[src/rtl/modu_mul_pkg.sv]
// Shared definitions for the modu_mul_128 modular multiplier: FSM encoding,
// default operand width and bit-counter sizing.
package modu_mul_pkg;

    typedef enum logic [1:0] {
        IDLE = 2'd0,
        REDY = 2'd1,
        MUL  = 2'd2,
        DONE = 2'd3
    } state_e;

    localparam logic [1:0] ST_IDLE = 2'd0;
    localparam logic [1:0] ST_REDY = 2'd1;
    localparam logic [1:0] ST_MUL  = 2'd2;
    localparam logic [1:0] ST_DONE = 2'd3;

    localparam int NLEN_DEF = 128;
    localparam int CNT_W_DEF = $clog2(NLEN_DEF);

    function automatic int cnt_width(input int n);
        return (n > 1) ? $clog2(n) : 1;
    endfunction

endpackage

[src/rtl/modu_mul_128_cond_sub.sv]
// Combinational compare-and-subtract: out = v - m when m != 0 and v >= m,
// otherwise v unchanged. A zero modulus never subtracts.
module modu_cond_sub
    import modu_mul_pkg::*;
#(
    parameter int NLEN = NLEN_DEF
) (
    input  logic [NLEN+1:0] v,
    input  logic [NLEN-1:0] m,
    output logic [NLEN+1:0] out
);

    logic [NLEN+1:0] m_ext;
    logic            do_sub;

    assign m_ext  = {2'b00, m};
    assign do_sub = (m != '0) && (v >= m_ext);
    assign out    = do_sub ? (v - m_ext) : v;

endmodule

[src/rtl/modu_mul_128.sv]
// Sequential modular multiplier p = (x * y) mod m: NLEN cycles reducing y mod m,
// then NLEN cycles of MSB-first interleaved multiply. Optional fast path for
// trivially-zero results is enabled by defining MODU_MUL_FAST_ZERO_EN.
module modu_mul_128
    import modu_mul_pkg::*;
#(
    parameter int NLEN = NLEN_DEF
) (
    input  logic            clk,
    input  logic            rst_n,
    input  logic            strobe,
    input  logic [NLEN-1:0] x,
    input  logic [NLEN-1:0] y,
    input  logic [NLEN-1:0] m,
    output logic [NLEN-1:0] p,
    output logic            ready,
    output logic            busy,
    output logic [1:0]      fsm_state
);

    localparam int CW = cnt_width(NLEN);
    localparam logic [CW-1:0] CNT_INIT = CW'(NLEN - 1);

    logic [1:0]      state;
    logic [NLEN-1:0] x_q;
    logic [NLEN-1:0] y_q;
    logic [NLEN-1:0] m_q;
    logic [NLEN-1:0] yr_q;
    logic [NLEN+1:0] acc;
    logic [CW-1:0]   cnt;
    logic            mul_last;
`ifdef MODU_MUL_FAST_ZERO_EN
    logic            fast_pend;
`endif

    logic [NLEN+1:0] sub1_in;
    logic [NLEN+1:0] sub1_out;
    logic [NLEN+1:0] sub2_out;
    logic [NLEN+1:0] addend;

    assign fsm_state = state;

    // In REDY the first subtractor reduces 2r + y_bit; in MUL both stages
    // reduce 2a + x_bit*yr, which stays below 3m.
    assign addend  = x_q[cnt] ? {2'b00, yr_q} : '0;
    assign sub1_in = (state == ST_REDY) ? ((acc << 1) | {{(NLEN+1){1'b0}}, y_q[cnt]})
                                        : ((acc << 1) + addend);

    modu_cond_sub #(.NLEN(NLEN)) u_sub1 (
        .v   (sub1_in),
        .m   (m_q),
        .out (sub1_out)
    );

    modu_cond_sub #(.NLEN(NLEN)) u_sub2 (
        .v   (sub1_out),
        .m   (m_q),
        .out (sub2_out)
    );

    always_ff @(posedge clk) begin
        if (rst_n) begin
            state    <= ST_IDLE;
            p        <= '0;
            ready    <= 1'b0;
            busy     <= 1'b0;
            x_q      <= '0;
            y_q      <= '0;
            m_q      <= '0;
            yr_q     <= '0;
            acc      <= '0;
            cnt      <= '0;
            mul_last <= 1'b0;
`ifdef MODU_MUL_FAST_ZERO_EN
            fast_pend <= 1'b0;
`endif
        end else begin
            case (state)
                ST_IDLE, ST_DONE: begin
`ifdef MODU_MUL_FAST_ZERO_EN
                    if (fast_pend && !strobe) begin
                        p         <= '0;
                        ready     <= 1'b1;
                        fast_pend <= 1'b0;
                    end
`endif
                    if (strobe) begin
                        x_q      <= x;
                        y_q      <= y;
                        m_q      <= m;
                        ready    <= 1'b0;
                        acc      <= '0;
                        cnt      <= CNT_INIT;
                        mul_last <= 1'b0;
`ifdef MODU_MUL_FAST_ZERO_EN
                        if ((x == '0) || (y == '0) || (m <= NLEN'(1))) begin
                            fast_pend <= 1'b1;
                            state     <= ST_DONE;
                        end else begin
                            fast_pend <= 1'b0;
                            busy      <= 1'b1;
                            state     <= ST_REDY;
                        end
`else
                        busy  <= 1'b1;
                        state <= ST_REDY;
`endif
                    end
                end
                ST_REDY: begin
                    if (cnt == '0) begin
                        yr_q  <= sub1_out[NLEN-1:0];
                        acc   <= '0;
                        cnt   <= CNT_INIT;
                        state <= ST_MUL;
                    end else begin
                        acc <= sub1_out;
                        cnt <= cnt - 1'b1;
                    end
                end
                ST_MUL: begin
                    if (!mul_last) begin
                        acc <= sub2_out;
                        if (cnt == '0) begin
                            mul_last <= 1'b1;
                        end else begin
                            cnt <= cnt - 1'b1;
                        end
                    end else begin
                        // A zero modulus leaves the accumulator unreduced; its result is defined as 0.
                        p        <= (m_q == '0) ? '0 : acc[NLEN-1:0];
                        busy     <= 1'b0;
                        ready    <= 1'b1;
                        mul_last <= 1'b0;
                        state    <= ST_DONE;
                    end
                end
                default: begin
                    state <= ST_IDLE;
                    busy  <= 1'b0;
                    ready <= 1'b0;
                end
            endcase
        end
    end

endmodule

[config.mk]
export PLATFORM = sky130hd
export DESIGN_NAME = modu_mul_128
export DESIGN_NICKNAME = d
export VERILOG_FILES = /design/src/rtl/modu_mul_pkg.sv /design/src/rtl/modu_mul_128_cond_sub.sv /design/src/rtl/modu_mul_128.sv
export SDC_FILE = /design/constraint.sdc
export NUM_CORES = 2
export LEC_CHECK = 0
export CORE_MARGIN = 2
export CORE_UTILIZATION = 54
export DETAILED_ROUTE_END_ITERATION = 6
export PLACE_DENSITY = 0.75
export SLEW_MARGIN = 20
export SYNTH_ARGS = -nofsm -noshare
export SYNTH_HDL_FRONTEND = slang
export SYNTH_SLANG_ARGS = --single-unit
[constraint.sdc]
create_clock -name clk -period 12.9 [get_ports clk]
set_clock_uncertainty 0.1 [all_clocks]
set_input_delay 2.58 -clock clk [delete_from_list [all_inputs] [get_ports clk]]
set_output_delay 2.58 -clock clk [all_outputs]
set_load 0.01 [all_outputs]
==> key figures <==
Die
  • Cell row count: 120
  • Initial core utilization: 0.543
  • Die height: 332 um
  • Die Footprint: 110000 um^2
  • Core area: 107000 um^2
  • Chip width: 332 um
  • I/O Pins: 519

Critical path
  • WP data arrival: 13.64 ns
  • Slowest-stage cell, CP: o21ai_0
  • Launch point of the critical path: cnt[0]
  • R2R Setup Slk: -0.30 ns
  • Worst path top cell family by delay: compound AO/OA/AOI/OAI gates
  • Crit path depth: 53
  • CP endpoint kind: register
  • Worst path bufs/invs: 11
  • Crit path capture: acc[54]
  • Worst Path Required: 13.34 ns
  • Crit path launch type: register
  • Reg-to-Reg Start: cnt[0]
  • Slowest stage delay, CP: 0.59 ns
  • Reg2reg path depth: 53
  • Worst Path Class, Setup: reg2reg
  • R2R Path End: acc[54]
  • CP Max Fanout: 37

Timing
  • Unrepaired setup endpoints after global routing: yes
  • Rel. slew slack: 0.0979
  • Setup ws final: -0.301 ns
  • Peak Freq: 75.7 MHz
  • Final worst-path cycle share: 1.02
  • Slew Viols, Final: 0
  • Hold slack: 0.347 ns
  • Final hold viol count: 0
  • Slew @ Worst Pin: 1.35 ns
  • # setup viols final: 127
  • Min Tclk post-route: 13.20 ns

Placed design
  • Final GP Congestion: 1.09
  • IO buf count: 518
  • Placed wire-length estimate: 206000 um

Route
  • DR pass1 iterations: 7
  • Vias per cell: 6.38
  • Post-route ant nets: 0
  • Drt wl/cell: 24.3 um
  • DRC violations left: 19
  • WL final: 272000 um
  • DRT iter0 DRCs: 10200
  • Vias: 71400

Run
  • Total of max-cap violations: 0

Status
  • Status: finished, violations left
  • Failing checks: design-rule violations, negative setup slack

Yosys
  • Post-synth top area cell: dfxtp_1
  • Synthesized area: 58100 um^2
  • Yosys warns: 0
  • Synth async-reset ratio: 0
  • Mapped Nets: 8853
  • Post-synthesis sequential area ratio: 0.269
  • Syn Inst Count: 8076
  • Number of synthesized register bits: 781
  • Synth area leaders: dfxtp_1, a21oi_1, nand2_1
  • Mapped Avg Cell Area: 7.19 um^2
  • Most used DFF post-synth: dfxtp_1
  • EDFF count, synth: 0
  • Synth unique cells: 91
  • Synth top area share: 0.269

Clock network
  • CTS Buffer Depth: 3
  • Latest clock arrival within the worst-skew pair: 0.75 ns
  • Reg clk slew, reported paths: 0.06 ns
  • Number of H-tree levels: 3
  • Clk root buf: clkbuf_16
  • CTS tree: built
  • CTS sink cnt: 781
  • CTS buffer count: 85

Cells and area
  • Share of layout cells above drive strength 1: 0.229
  • # diodes: 0
  • Leading cell type in the layout, fill and taps excluded: nand2_1
  • Filler cell count: 7980
  • Nets: 10500
  • Area delta synth->final: 38.9%
  • Commonest cells after routing, fill and taps aside: nand2_1, buf_4, a21oi_1

Global route
  • Number of global-route vias before repair: 66900
  • Total track usage: 0.456
  • Largest net degree at the start of global routing: 217
  • First-pass GRT wire length: 393000 um
  • Remaining Overflow, GRT: 0
  • Initial antenna violation count: 3

Hold path
  • Hold Crit Class: reg2reg
  • Hold Path Cell Cnt: 2
metal layers:
metal	global-route usage	wire (um)	vias up
met2	0.694	115000	5136
met1	0.582	102000	33300
met5	0	118	-
met3	0.122	35100	1112
li1	-	-	31900
met4	0.262	19600	6
timing repair:
item                       in CTS  in global routing
gates cloned                    9                 15
pin swaps                      37                212
setup buffers                  20                 58
hold buffers                    0                  0
setup endpoints to repair     129                129
resized for setup             151                368
worst register-to-register path, delay by kind of cell (launching register included):
kind / cells / cell delay, ns
AO/OA/AOI/OAI: 17 / 4.23
adder cells (fa/ha/maj): 3 / 1.14
multiplexers: 5 / 2.15
flip-flops: 1 / 0.46
AND/OR/NAND/NOR: 16 / 2.78
XOR/XNOR: 1 / 0.16
buffers and inverters: 11 / 1.97
synth_stat cells, types with 107 or more instances:
cell type,instances
nor2b_1,158
nand4_1,162
xnor2_1,202
a21oi_1,1277
inv_1,370
nand2_1,1668
dfxtp_1,781
nor2_1,404
xor2_1,163
clkbuf_1,456
a21o_1,184
ha_1,387
o21ai_0,420
o21bai_1,107
nand3_1,212
metrics by stage:
stage | util | TNS (ns) | instance area [um^2] | setup WS (ns) | cells
floorplan | - | 0 | 58100 | 0.0838 | 8076
global placement | 0.696 | -44.68 | 74400 | -0.476 | 10900
detailed placement | 0.696 | -98.87 | 74400 | -0.877 | 10900
CTS | 0.734 | -0.0110 | 78500 | -0.0110 | 11100
global route | 0.755 | -57.09 | 80700 | -0.615 | 11200
finish | 0.755 | -25.96 | 80700 | -0.301 | 11200
registers in the layout, summed over array words and instances (netlist names), 2 cells and up:
signal,count
yr_q,128
acc,129
p,128
x_q,128
y_q,128
fsm_state,2
m_q,128
cnt,7
logic make-up (layout without fill, tap and decap cells):
family / Yosys count / count (layout) / synth area share
and+or+nand+nor: 2962 / 2963 / 0.225
muxes: 148 / 148 / 0.0446
adders and majority gates: 390 / 390 / 0.0844
buffers and inverters: 911 / 2624 / 0.0611
DFF: 781 / 781 / 0.269
AOI/OAI and AO/OA: 2519 / 2519 / 0.261
xor gates and xnor gates: 365 / 365 / 0.0550
worst min path at each step:
stage          slack (ns)  endpoint  startpoint
2_1_floorplan        0.33   yr_q[0]     yr_q[0]
3_3_place_gp         0.34     p[27]       p[27]
3_5_place_dp         0.34  yr_q[75]    yr_q[75]
4_1_cts              0.35  yr_q[71]    yr_q[71]
5_1_grt              0.36  yr_q[92]    yr_q[92]
6_report             0.35     p[63]       p[63]
layout make-up:
cell class                      count  area [um^2]  share of cell area
Inverter                          371         1390              0.0173
Clock buffer                      107         2320              0.0287
Clock inverter                     50          767             0.00950
Multi-Input combinational cell   6385        40900               0.506
Sequential cell                   781        15600               0.194
Tap cell                         1403         1760              0.0218
Timing Repair Buffer             2096        18000               0.223
Power is not shown: default switching activity piles up to over one toggle a cycle in this logic, so the estimate is an artifact.
